`config.mk`:
```
export PLATFORM = sky130hd
export DESIGN_NAME = sram_req_arbiter
export DESIGN_NICKNAME = d
export VERILOG_FILES = /design/src/rtl/sram_req_arbiter.sv
export SDC_FILE = /design/constraint.sdc
export NUM_CORES = 1
export LEC_CHECK = 0
export ABC_AREA = 1
export ABC_CLOCK_PERIOD_IN_PS = 3600
export CORE_AREA = 2 2 108 110
export DETAILED_ROUTE_END_ITERATION = 7
export DIE_AREA = 0 0 110 112
export PLACE_DENSITY = 0.69
export SETUP_SLACK_MARGIN = 0.5
export SYNTH_ARGS = -nofsm -noshare
export SYNTH_HDL_FRONTEND = slang
export SYNTH_SLANG_ARGS = --single-unit
```
`constraint.sdc`:
```
create_clock -name clk -period 3.6 [get_ports clk]
set_input_delay 1.08 -clock clk [delete_from_list [all_inputs] [get_ports clk]]
set_output_delay 1.08 -clock clk [all_outputs]
set_load 0.005 [all_outputs]
```
`src/rtl/sram_req_arbiter.sv`:
```
// Two-master arbiter onto a single sram-like port: data beats inst in IDLE, a stalled
// grant is locked until accepted, and an owner FIFO steers in-order responses back.
module sram_req_arbiter #(
  parameter int ADDR_W    = 32,
  parameter int DATA_W    = 32,
  parameter int MAX_OUTST = 2
) (
  input  logic                clk,
  input  logic                resetn,
  input  logic                inst_req,
  input  logic [ADDR_W-1:0]   inst_addr,
  output logic                inst_addr_ok,
  output logic                inst_data_ok,
  output logic [DATA_W-1:0]   inst_rdata,
  input  logic                data_req,
  input  logic                data_wr,
  input  logic [DATA_W/8-1:0] data_wstrb,
  input  logic [ADDR_W-1:0]   data_addr,
  input  logic [DATA_W-1:0]   data_wdata,
  output logic                data_addr_ok,
  output logic                data_data_ok,
  output logic [DATA_W-1:0]   data_rdata,
  output logic                mem_req,
  output logic                mem_wr,
  output logic [DATA_W/8-1:0] mem_wstrb,
  output logic [ADDR_W-1:0]   mem_addr,
  output logic [DATA_W-1:0]   mem_wdata,
  input  logic                mem_addr_ok,
  input  logic                mem_data_ok,
  input  logic [DATA_W-1:0]   mem_rdata
);

  // state  | meaning
  // IDLE   | no stalled grant; fixed priority data > inst
  // LOCK_I | inst request driven but not yet accepted; hold inst grant
  // LOCK_D | data request driven but not yet accepted; hold data grant

  localparam int PTR_W = (MAX_OUTST > 1) ? $clog2(MAX_OUTST) : 1;
  localparam int CNT_W = $clog2(MAX_OUTST + 1);
  localparam logic [PTR_W-1:0] PTR_LAST = PTR_W'(MAX_OUTST - 1);

  typedef enum logic [1:0] {IDLE, LOCK_I, LOCK_D} state_t;

  state_t               state_q;
  logic [CNT_W-1:0]     cnt_q;
  logic [PTR_W-1:0]     wr_ptr_q;
  logic [PTR_W-1:0]     rd_ptr_q;
  logic [MAX_OUTST-1:0] owner_q;

  logic gate_open;
  logic grant_i;
  logic grant_d;
  logic push;
  logic pop;
  logic head;

  function automatic logic [PTR_W-1:0] next_ptr(input logic [PTR_W-1:0] p);
    return (p == PTR_LAST) ? '0 : p + PTR_W'(1);
  endfunction

  always_comb begin
    grant_i = 1'b0;
    grant_d = 1'b0;
    unique case (state_q)
      LOCK_I:  grant_i = 1'b1;
      LOCK_D:  grant_d = 1'b1;
      default: begin
        grant_d = data_req;
        grant_i = inst_req && !data_req;
      end
    endcase
  end

  // Gate uses the registered count only, so a same-cycle response never opens a full window.
  assign gate_open = resetn && (cnt_q < CNT_W'(MAX_OUTST));
  assign mem_req   = gate_open && (grant_i || grant_d);
  assign mem_wr    = mem_req && grant_d && data_wr;
  assign mem_wstrb = mem_wr ? data_wstrb : '0;
  assign mem_addr  = !mem_req ? '0 : (grant_d ? data_addr : inst_addr);
  assign mem_wdata = (mem_req && grant_d) ? data_wdata : '0;

  assign push = mem_req && mem_addr_ok;
  assign pop  = resetn && mem_data_ok && (cnt_q != '0);
  assign head = owner_q[rd_ptr_q];

  assign inst_addr_ok = push && grant_i;
  assign data_addr_ok = push && grant_d;
  assign inst_data_ok = pop && !head;
  assign data_data_ok = pop && head;
  assign inst_rdata   = resetn ? mem_rdata : '0;
  assign data_rdata   = resetn ? mem_rdata : '0;

  always_ff @(posedge clk or negedge resetn) begin
    if (!resetn) begin
      state_q  <= IDLE;
      cnt_q    <= '0;
      wr_ptr_q <= '0;
      rd_ptr_q <= '0;
      owner_q  <= '0;
    end else begin
      unique case (state_q)
        LOCK_I, LOCK_D: if (push) state_q <= IDLE;
        default:        if (mem_req && !mem_addr_ok) state_q <= grant_d ? LOCK_D : LOCK_I;
      endcase

      unique case ({push, pop})
        2'b10:   cnt_q <= cnt_q + CNT_W'(1);
        2'b01:   cnt_q <= cnt_q - CNT_W'(1);
        default: cnt_q <= cnt_q;
      endcase

      if (push) begin
        owner_q[wr_ptr_q] <= grant_d;
        wr_ptr_q          <= next_ptr(wr_ptr_q);
      end
      if (pop) rd_ptr_q <= next_ptr(rd_ptr_q);
    end
  end

endmodule

```
==> metrics, run 1 <==
initial core utilization=17.2%; endpoints failing hold=0; layout net count=770; Inserted Diodes=0; CTS Buffer Depth=2; Die Ht=112 um; # hold bufs at CTS=0; RSZ-0062 raised after global routing=yes; # setup viols final=0; dpl ws=-377 ps; vias per inst=3.97; Required @ worst endpoint=2520 ps; cell area after layout=5010 um^2; drt drc=0; Clock Pin Slew Worst Setup and Hold Paths=30 ps; Syn Nets=495; Pre-antenna DRT Iters=4; core area=11200 um^2; Pwr per Cell Area=521 nW/um^2; reg-to-reg slack, setup=1170 ps; status=finished, final reports clean; Post-Synthesis Cell Area=1920 um^2; CP startpoint kind=input port; # Max-Cap Violations=0; Worst slew margin=80.4%; die area=12300 um^2; CP Capture Point=mem_addr[31]; CP Capture Type=output port; total negative slack=0 ps; FF-to-FF End=cnt_q[1]; Tcrit/Tclk final=89.0%; Warnings, synthesis=0; worst slew pin tran=292 ps; CTS tree=done; Die W=110 um; share of layout cells above drive strength 1=32.9%; Post-synth EDFFs=0; Slew Limit Fails=0; switching part of the total power=47.2%; final WL=9510 um; Area growth syn-to-layout=161%; post-route setup slack=397 ps; Worst EP arrival=2120 ps; share of the synthesized area in the top cell type=21.7%; commonest non-fill, non-tap cell in the layout=clkdlybuf4s50_1; num ports=277; leak pwr=2.82 nW; R2R Path Start=state_q[0]; Synth Register Bits=8; Worst VDD drop=0.366 mV; H-tree levels=1; antenna violations before repair=0; GRT Residual Overflow=0; post-synth cell types=23; clk_lat worst skew=230 ps; Switch Pwr=1.23 mW; Tightest Hold Check Type=register to register; GRT Overall Usage=14.0%; reg2reg path depth=15; Avg Inst Size Synth=5.43 um^2; vias=3051; clock share of power=7.1%; number of global-route vias before repair=3017; first-pass GRT wire length=13900 um; post-synthesis sequential area ratio=10.4%; synthesized instance count=353; worst clock skew=0.843 ps; Antenna Nets Post-Route=0; DR iter-0 viols=50; Placer Congestion=0.823; Main synth FF type=dfrtp_1; sequential power share=6.8%; PortBufs=276; clock sink count=8; Combinational Power Share=86.2%; clk root buf=clkbuf_16; most frequent cells in the layout=133 x clkdlybuf4s50_1, 107 x nand2_1, 77 x inv_1, 68 x buf_2, 66 x dlygate4sd2_1; number of cell rows=39; WL/cell=12.4 um; CTS buffer count=3; top post-synthesis cells by area=nand2_1 22%, inv_1 15%, a21oi_2 14%; asr flop ratio synth=100%; Cell Area, Placed=4720 um^2; crit path launch=data_req; Pint=1.38 mW; post-route minimum period=3200 ps; FMAX=312 MHz; largest net degree at the start of global routing=34; Critical Setup Path Class=input port to output port; crit path max fanout=7; Yosys top cell by area=nand2_1; HPWL after DPL=7490 um
[stage by stage]
| step | hold slack [ps] | power, mW | cells | utilization, % |
|---|---|---|---|---|
| 6_report | 486 | 2.61 | 769 | 44.8 |
| 4_1_cts | 490 | 2.59 | 766 | 44.0 |
| 5_1_grt | 513 | 2.83 | 769 | 44.8 |
| 3_5_place_dp | 486 | 2.16 | 741 | 42.2 |
| 2_1_floorplan | 454 | 1.20 | 353 | - |
| 3_3_place_gp | 474 | 2.13 | 741 | 42.2 |
[Yosys cell counts, drive strengths merged, types with 2 or more instances]
master,instances
a21oi,34
nand3,5
inv,83
xnor2,2
clkbuf,6
ha,3
dfrtp,8
nor2,49
buf,42
nand2,112
o21ai,4
nand4,4
[cells by family (layout without fill, tap and decap cells)]
kind of cell    after synthesis  after routing  synth area share [%]
compound gates               38             38                  15.8
xor+xnor                      3              3                  1.37
fa+ha+maj                     3              3                  1.96
buf+inv                     131            404                  33.7
flops                         8              8                  10.4
simple gates                170            170                  36.8
[layout make-up]
cell class,instances,area [um^2]
Multi-Input combinational cell,214,1280
Fill cell,1152,6170
Clock buffer,3,75.1
Timing Repair Buffer,318,2930
Sequential cell,8,200
Inverter,83,342
Tap cell,143,179
[what timing repair did]
item | in CTS | in global routing
pin swaps | 9 | 9
endpoints found under the setup margin | 138 | 73
gates cloned | 7 | 0
setup buffers | 15 | 3
resized for setup | 420 | 45
[how the worst min path moves through the flow]
stage | startpoint | to | cells after the start
after floorplan | owner_q[0] | owner_q[0] | 2
after global placement | owner_q[0] | owner_q[0] | 2
after detailed placement | rd_ptr_q | rd_ptr_q | 1
after CTS | rd_ptr_q | rd_ptr_q | 1
after global routing | rd_ptr_q | rd_ptr_q | 1
final | rd_ptr_q | rd_ptr_q | 1
[power by group through the flow]
| stage | clock, mW | sequential (mW) | combinational (mW) |
|---|---|---|---|
| 2_1_floorplan | 0 | 0.166 | 1.03 |
| 3_3_place_gp | 0 | 0.173 | 1.96 |
| 3_5_place_dp | 0 | 0.176 | 1.98 |
| 4_1_cts | 0.187 | 0.178 | 2.22 |
| 5_1_grt | 0.193 | 0.184 | 2.45 |
| 6_report | 0.185 | 0.177 | 2.25 |
[critical path: stages]
cell and delay, ps:
buf_8 110, inv_6 50, nand3_4 70, nand2_4 70, nor2_4 40, nor2_8 130
clkinv_8 120, buf_6 130, buf_6 110, a21oi_2 80, buf_2 120
[layer usage]
layer  GRT usage, %  share of wire [%]  routed length, um  vias to the layer above
met5              0                  0                  0                        -
met4           3.80                1.8                172                        0
met3           3.16                9.6                912                       14
met2           28.3                 55               5260                      151
met1           13.6                 33               3170                     1349
li1               -                  -                  -                     1537
[state kept, by name (all words and copies together) (netlist names)]
name	cells
wr_ptr_q	1
state_q	2
cnt_q	2
rd_ptr_q	1
owner_q	2
Note: power is estimated with default switching activity, not from simulation.
==> run 2, diff against run 1 <==
--- a/config.mk
+++ b/config.mk
@@ -10,8 +10,9 @@
 export CORE_AREA = 2 2 108 110
 export DETAILED_ROUTE_END_ITERATION = 7
 export DIE_AREA = 0 0 110 112
-export PLACE_DENSITY = 0.69
-export SETUP_SLACK_MARGIN = 0.5
+export DONT_BUFFER_PORTS = 1
+export PLACE_DENSITY = 0.37
+export SETUP_SLACK_MARGIN = 0.1
 export SYNTH_ARGS = -nofsm -noshare
 export SYNTH_HDL_FRONTEND = slang
 export SYNTH_SLANG_ARGS = --single-unit
==> run 2 against run 1 <==
- non-clock buffer count fell by 316
- sequential share of layout area increased by 6.8 points
- die area did not move
- clock-buffer cell count is the same
- sequential power hardly changed
- combinational power decreased by 49%
- clock skew is 0.70 ps higher
- setup slack improved by 130 ps
- first-iteration DRC count decreased by 50%
- critical endpoint unchanged
- highest routed layer unchanged
- utilization is 28 points lower
- sequential cell count unchanged
- total power is 42% lower
==> metrics, run 2 (synthesized netlist as in run 1, its figures left out) <==
DR iter-0 viols=25; final WL=5330 um; WL/cell=11.8 um; leak pwr=1.11 nW; post-route minimum period=3070 ps; Non-Filler Instances=453; GRT Residual Overflow=0; Worst VDD drop=0.485 mV; FMAX=325 MHz; # setup viols final=0; initial core utilization=17.2%; Tcrit/Tclk final=85.4%; status=finished, final reports clean; crit path max fanout=32; antenna violations before repair=0; # hold bufs at CTS=0; CTS buffer count=3; largest net degree at the start of global routing=43; Area growth syn-to-layout=-3.26%; Critical Setup Path Class=input port to output port; vias=1806; Pwr per Cell Area=811 nW/um^2; Die W=110 um; first-pass GRT wire length=7160 um; Worst slew margin=68.2%; postcts setup bufs=0; RSZ-0062 raised after global routing=no; endpoints failing hold=0; WP buf/inv=2; most frequent cells in the layout=111 x nand2_1, 78 x inv_1, 43 x nor2_1, 30 x a21oi_2, 8 x dfrtp_1; clk root buf=clkbuf_16; clk_lat worst skew=230 ps; number of global-route vias before repair=1497; Placer Congestion=0.740; CP startpoint kind=input port; Antenna Nets Post-Route=0; reg-to-reg slack, setup=1370 ps; Pre-antenna DRT Iters=4; Clock Pin Slew Worst Setup and Hold Paths=40 ps; num ports=277; CP Capture Type=output port; Crit path max-delay family=simple AND/OR/NAND/NOR gates; commonest non-fill, non-tap cell in the layout=nand2_1; Total Power=1.50 mW; Largest regs=cnt_q x2, owner_q x2, state_q x2; Slew Limit Fails=0; clock sink count=8; # Max-Cap Violations=0; slowest stage delay, CP=350 ps; CTS Buffer Depth=2; vias per inst=3.99; Required @ worst endpoint=2520 ps; CTS tree=done; core area=11200 um^2; number of cell rows=39; crit-path cells=inv_1 > nand3_1 > nand2_1 > nor2_4 > nor2_8 > inv_4 > a21oi_1; Die Ht=112 um; total negative slack=0 ps; Worst EP arrival=1990 ps; worst clock skew=1.54 ps; Tightest Hold Check Type=register to register; placed cells=450; HPWL after DPL=4590 um; die area=12300 um^2; layout net count=454; Resized cells post-CTS=0; PortBufs=0; worst slew pin tran=476 ps; H-tree levels=1; Inserted Diodes=0; GRT Overall Usage=7.37%; drt drc=0; share of layout cells above drive strength 1=15.2%; Critical-path top delay cell=inv_4
-- run 2: metrics by stage --
stage | area [um^2] | worst slack [ps] | hold slack [ps] | utilization, %
global placement | 1780 | 529 | 476 | 15.9
finish | 1860 | 527 | 492 | 16.6
floorplan | 1920 | 609 | 454 | -
CTS | 1860 | 502 | 488 | 16.6
detailed placement | 1780 | 511 | 479 | 15.9
global route | 1860 | 363 | 518 | 16.6
-- run 2: final timing paths --
check,start,endpoint,depth (start not counted)
setup / recovery,data_req,mem_addr[31],7
hold / removal,rd_ptr_q,rd_ptr_q,1
setup reg to reg,state_q[0],cnt_q[1],12
hold reg to reg,rd_ptr_q,rd_ptr_q,1
max in group asynchronous,resetn,state_q[1],0
min in group asynchronous,resetn,cnt_q[1],0
-- run 2: metal layers --
metal / part of all wire [%] / track usage, % / vias up
met5: 0 / 0 / -
met4: 1.1 / 1.52 / 0
met3: 12 / 2.69 / 10
met2: 48 / 13.1 / 151
met1: 39 / 8.33 / 743
li1: - / - / 902
-- run 2: final cells by class --
type                            count  area (um^2)
Inverter                           83          314
Fill cell                        1304         9320
Tap cell                          143          179
Multi-Input combinational cell    214         1070
Timing Repair Buffer                2         15.0
Sequential cell                     8          200
Clock buffer                        3         75.1
-- run 2: power breakdown --
group,switching (mW),internal (mW)
logic,0.834,0.306
clock network,0.0444,0.143
registers,0.0413,0.135
